## src/rtl/cordic_result_sequencer.sv

```systemverilog
// Sequencer and output stage for an iterative CORDIC core.
// Launches one core operation per accepted start and counts the iteration cycles.
// It then captures x/y/z, applies gain compensation in circular mode, and holds
// the result on a valid/ready handshake until it is accepted.
module cordic_result_sequencer #(
  parameter int                   WHOLE_BIT_WIDTH   = 3,
  parameter int                   DECIMAL_BIT_WIDTH = 5,
  parameter int                   BIT_WIDTH         = WHOLE_BIT_WIDTH + DECIMAL_BIT_WIDTH,
  parameter int                   ITERATIONS        = 8,
  parameter logic [BIT_WIDTH-1:0] GAIN_COMP         = 8'b000_10011,
  parameter logic [1:0]           CIRCULAR_CODE     = 2'b01
) (
  input  logic                 clk,
  input  logic                 rst,
  input  logic                 start,
  input  logic [1:0]           coordinate_system,
  output logic                 core_restart,
  input  logic [BIT_WIDTH-1:0] core_x,
  input  logic [BIT_WIDTH-1:0] core_y,
  input  logic [BIT_WIDTH-1:0] core_z,
  output logic                 busy,
  output logic                 out_valid,
  input  logic                 out_ready,
  output logic [BIT_WIDTH-1:0] x_result,
  output logic [BIT_WIDTH-1:0] y_result,
  output logic [BIT_WIDTH-1:0] z_result
);

  typedef enum logic [2:0] {
    IDLE    = 3'd0,
    LOAD    = 3'd1,
    ITERATE = 3'd2,
    CAPTURE = 3'd3,
    DONE    = 3'd4
  } state_t;

  localparam logic [5:0] LAST_ITER = 6'(ITERATIONS - 1);

  // Signed value times unsigned gain, arithmetic shift back to the Q format
  // (floor rounding), then clamp to the signed range of the word.
  function automatic logic [BIT_WIDTH-1:0] gain_sat(input logic [BIT_WIDTH-1:0] v);
    logic signed [2*BIT_WIDTH-1:0] prod;
    logic signed [2*BIT_WIDTH-1:0] shr;
    prod = $signed({{BIT_WIDTH{v[BIT_WIDTH-1]}}, v}) *
           $signed({{BIT_WIDTH{1'b0}}, GAIN_COMP});
    shr  = prod >>> DECIMAL_BIT_WIDTH;
    if (shr[2*BIT_WIDTH-1:BIT_WIDTH-1] == {(BIT_WIDTH+1){shr[2*BIT_WIDTH-1]}}) begin
      gain_sat = shr[BIT_WIDTH-1:0];
    end else if (shr[2*BIT_WIDTH-1]) begin
      gain_sat = {1'b1, {(BIT_WIDTH-1){1'b0}}};
    end else begin
      gain_sat = {1'b0, {(BIT_WIDTH-1){1'b1}}};
    end
  endfunction

  state_t               state_q, state_d;
  logic [5:0]           cnt_q, cnt_d;
  logic [1:0]           mode_q, mode_d;
  logic                 core_restart_q, core_restart_d;
  logic                 busy_q, busy_d;
  logic                 out_valid_q, out_valid_d;
  logic [BIT_WIDTH-1:0] x_result_q, x_result_d;
  logic [BIT_WIDTH-1:0] y_result_q, y_result_d;
  logic [BIT_WIDTH-1:0] z_result_q, z_result_d;

  // Next-state, counter, result-capture and output decode.
  always_comb begin
    state_d    = state_q;
    cnt_d      = cnt_q;
    mode_d     = mode_q;
    x_result_d = x_result_q;
    y_result_d = y_result_q;
    z_result_d = z_result_q;
    case (state_q)
      IDLE: begin
        if (start) begin
          state_d = LOAD;
          mode_d  = coordinate_system;
        end else begin
          state_d = IDLE;
        end
      end
      LOAD: begin
        cnt_d   = 6'd0;
        state_d = ITERATE;
      end
      ITERATE: begin
        if (cnt_q == LAST_ITER) begin
          state_d = CAPTURE;
        end else begin
          cnt_d = cnt_q + 6'd1;
        end
      end
      CAPTURE: begin
        state_d    = DONE;
        z_result_d = core_z;
        if (mode_q == CIRCULAR_CODE) begin
          x_result_d = gain_sat(core_x);
          y_result_d = gain_sat(core_y);
        end else begin
          x_result_d = core_x;
          y_result_d = core_y;
        end
      end
      DONE: begin
        if (out_ready) begin
          state_d = IDLE;
        end else begin
          state_d = DONE;
        end
      end
      default: begin
        state_d = IDLE;
      end
    endcase
    // Outputs are decoded from the next state so they appear registered
    // alongside the state they belong to.
    core_restart_d = (state_d == LOAD);
    busy_d         = (state_d != IDLE);
    out_valid_d    = (state_d == DONE);
  end

  // State and output registers with synchronous active-low reset.
  always_ff @(posedge clk) begin
    if (!rst) begin
      state_q        <= IDLE;
      cnt_q          <= 6'd0;
      mode_q         <= 2'b00;
      core_restart_q <= 1'b0;
      busy_q         <= 1'b0;
      out_valid_q    <= 1'b0;
      x_result_q     <= '0;
      y_result_q     <= '0;
      z_result_q     <= '0;
    end else begin
      state_q        <= state_d;
      cnt_q          <= cnt_d;
      mode_q         <= mode_d;
      core_restart_q <= core_restart_d;
      busy_q         <= busy_d;
      out_valid_q    <= out_valid_d;
      x_result_q     <= x_result_d;
      y_result_q     <= y_result_d;
      z_result_q     <= z_result_d;
    end
  end

  assign core_restart = core_restart_q;
  assign busy         = busy_q;
  assign out_valid    = out_valid_q;
  assign x_result     = x_result_q;
  assign y_result     = y_result_q;
  assign z_result     = z_result_q;

endmodule

```

## config.mk

```make
export PLATFORM = sky130hd
export DESIGN_NAME = cordic_result_sequencer
export DESIGN_NICKNAME = d
export VERILOG_FILES = /design/src/rtl/cordic_result_sequencer.sv
export SDC_FILE = /design/constraint.sdc
export NUM_CORES = 1
export LEC_CHECK = 0
export ABC_AREA = 1
export BUFFER_PORTS_ARGS = -buffer_cell sky130_fd_sc_hd__buf_2
export CORE_UTILIZATION = 51
export CTS_CLUSTER_SIZE = 28
export DETAILED_ROUTE_END_ITERATION = 12
export PLACE_DENSITY_LB_ADDON = 0.08
export SLEW_MARGIN = 10
export SYNTH_ARGS = -nofsm -noshare
export SYNTH_HDL_FRONTEND = slang
export SYNTH_SLANG_ARGS = --single-unit
```

## constraint.sdc

```tcl
create_clock -name clk -period 4.4 [get_ports clk]
set_input_delay 0 -clock clk [delete_from_list [all_inputs] [get_ports clk]]
set_output_delay 0 -clock clk [all_outputs]
set_load 0.01 [all_outputs]
```

==> run metrics <==
Synth top area share=0.223; most frequent CP cell=nand2_1; CTS clk-pin slew, worst paths=80 ps; port bufs=56; fin crit share=0.610; sequential area share after synthesis=0.223; worst rel slew slack=0.437; Max Freq=373 MHz; Rows=29; CTS tree=yes; Die H=83.8 µm; nets=636; Wirelength per Cell=11.6 µm; vias=3,139; htree depth=2; Final Setup Violations=0; slowest stage delay, CP=520 ps; Total GRT Usage=0.228; post-layout util=0.617; GRT overflow=0; async set-reset flop share out of synthesis=0; critical path arrival=2820 ps; fraction of layout cells with a size suffix above 1=0.223; worst slew pin tran=843 ps; area delta synth->final=16.0%; clock sink count=38; Placer Congestion=0.876; vias in the first global route=3,145; Peak VDD IR=0.287 mV; DR iter-0 viols=115; Synth warnings=0; cell depth of the worst flop-to-flop path=6; Post-synth top flop=dfxtp_1; cell with the most instances after synthesis=nand2_1; final std cells w/o fill=633; Initial Util=0.531; Total Die Area=7020 µm²; WS Path Type=input port to flip-flop; largest cells by area after synthesis=dfxtp_1 22%, ha_1 16%, nand2_1 15%, inv_1 7.7%, fa_1 4.7%; CTS resizes=0; Num CTS Buffers=5; Worst Path Max Fanout=8; vias per cell=4.96; EDFF count, synth=0; synthesized instance count=491; TNS Setup=0 ps; total routed wirelength=7370 µm; root cell of the clock tree=clkbuf_8; DP HPWL=5970 µm; IO Count=57; Pwr per Cell Area=280 nW/µm²; core area=6420 µm²; Synth Register Bits=38; Setup Skew=6.60 ps; Ant. Diodes=0; Reg2Reg Setup Slack=2140 ps; DRC Markers=4; outcome=finished with violations; Hold Vio Cnt, Final=0; crit path capture type=flip-flop; setup repair bufs after CTS=0; largest net degree at the start of global routing=26; failing checks=design-rule violations; maxcap violations=0; Synth area leader=dfxtp_1; Worst Hold Depth=3; syn_area_per_cell=6.95 µm²; first-pass GRT wire length=13,200 µm; Netlist Area Pre-Place=3410 µm²; Post-synth top cells=136 x nand2_1, 70 x inv_1, 43 x ha_1; die span in x=83.8 µm; DRT Pass-1 Iters=8; Inst Count DP=616; Synth cell types=35; Syn Nets=572; RSZ-0062 raised after global routing=false; Routed Antenna Nets=0; initial antenna violation count=0; Worst path slowest cell=fa_1; minimum clock period=2680 ps; hold_buf cts=9; Critical Path Start Type=input port; hold slack=10.5 ps; required time worst endpoint=4540 ps; HP Class=input port to flip-flop; Slew Viols, Final=0; crit-path cells=buf_2, ha_1, ha_1, inv_1, fa_1, inv_1, ha_1, a21oi_1, nand2_1, nand2_1, nand3_1, nand2_1, nand2_1, a21oi_4, nand2_1, nand2_1, a21oi_1; Leak=2.13 nW; Clock Tree Buf Depth=2; worst skew pair latency=280 ps
sequential cells by signal, summed over array words and instances (netlist names):
name          cells
x_result          8
y_result          8
z_result          8
cnt_q             6
state_q           3
mode_q            2
busy              1
core_restart      1
out_valid         1
final timing paths:
kind / startpoint / end
max: core_y[7] / y_result[4]
min: coordinate_system[1] / mode_q[1]
max reg2reg: state_q[1] / busy
min reg2reg: mode_q[1] / mode_q[1]
stage by stage:
stage,instance area (µm²),setup slack (ps),total power [mW]
6_report,3960,1720,1.11
5_1_grt,3960,1420,1.20
4_1_cts,3960,1720,1.12
3_5_place_dp,3760,1420,0.822
3_3_place_gp,3760,1450,0.818
2_1_floorplan,3410,1820,0.720
metal layers:
metal	routed length, µm	vias to the layer above	part of all wire	GRT usage
met3	161	10	0.022	0.0336
met4	108	0	0.015	0.0564
met1	3450	1410	0.47	0.277
met5	0	-	0	0
li1	-	1678	-	-
met2	3650	41	0.50	0.418
cell families (layout without fill, tap and decap cells):
kind of cell	after synthesis	count (layout)	share of synthesized area
AND/OR/NAND/NOR	234	234	0.320
XOR/XNOR	13	13	0.0334
adder cells (fa/ha/maj)	51	51	0.205
AO/OA/AOI/OAI	68	68	0.123
flip-flops	38	38	0.223
buffers and inverters	87	152	0.0964
critical path, delay by kind of cell:
| kind | cells | cell delay, ps |
|---|---|---|
| AND/OR/NAND/NOR | 7 | 590 |
| AO/OA/AOI/OAI | 3 | 510 |
| adder cells (fa/ha/maj) | 4 | 1480 |
| buffers and inverters | 3 | 250 |
power by group:
group | internal [mW] | switching [mW] | leakage [nW]
registers | 0.354 | 0.00607 | 0.308
logic | 0.175 | 0.286 | 1.77
clock network | 0.169 | 0.119 | 0.0514
total | 0.698 | 0.411 | 2.13
final cells by class:
type	count	area, µm²
Fill cell	639	2460
Multi-Input combinational cell	366	2320
Sequential cell	38	761
Timing Repair Buffer	65	370
Inverter	79	299
Tap cell	77	96.3
Clock buffer	6	72.6
Clock inverter	2	37.5
cell usage in the layout, fill, tap and decap left out, types with 2 or more instances in the layout:
| cell type | n |
|---|---|
| dlygate4sd3_1 | 9 |
| nand3_1 | 10 |
| buf_2 | 56 |
| nor2_2 | 7 |
| xor2_1 | 10 |
| nor3_4 | 2 |
| nor2_4 | 2 |
| xnor2_1 | 3 |
| clkbuf_8 | 5 |
| nand2_2 | 20 |
| a21boi_2 | 2 |
| nand2_1 | 136 |
| ha_1 | 43 |
| o211ai_1 | 2 |
| a21oi_4 | 2 |
| fa_1 | 8 |
| o21ai_1 | 4 |
| nand3_2 | 7 |
| inv_2 | 8 |
| inv_1 | 70 |
| a21oi_1 | 22 |
| dfxtp_1 | 38 |
| o21ai_0 | 23 |
| o21bai_1 | 2 |
| nor2_1 | 38 |
| nand4_1 | 5 |
| a21o_1 | 2 |
| a21oi_2 | 7 |
| nor3_1 | 3 |
(Power assumes the default switching activity.)
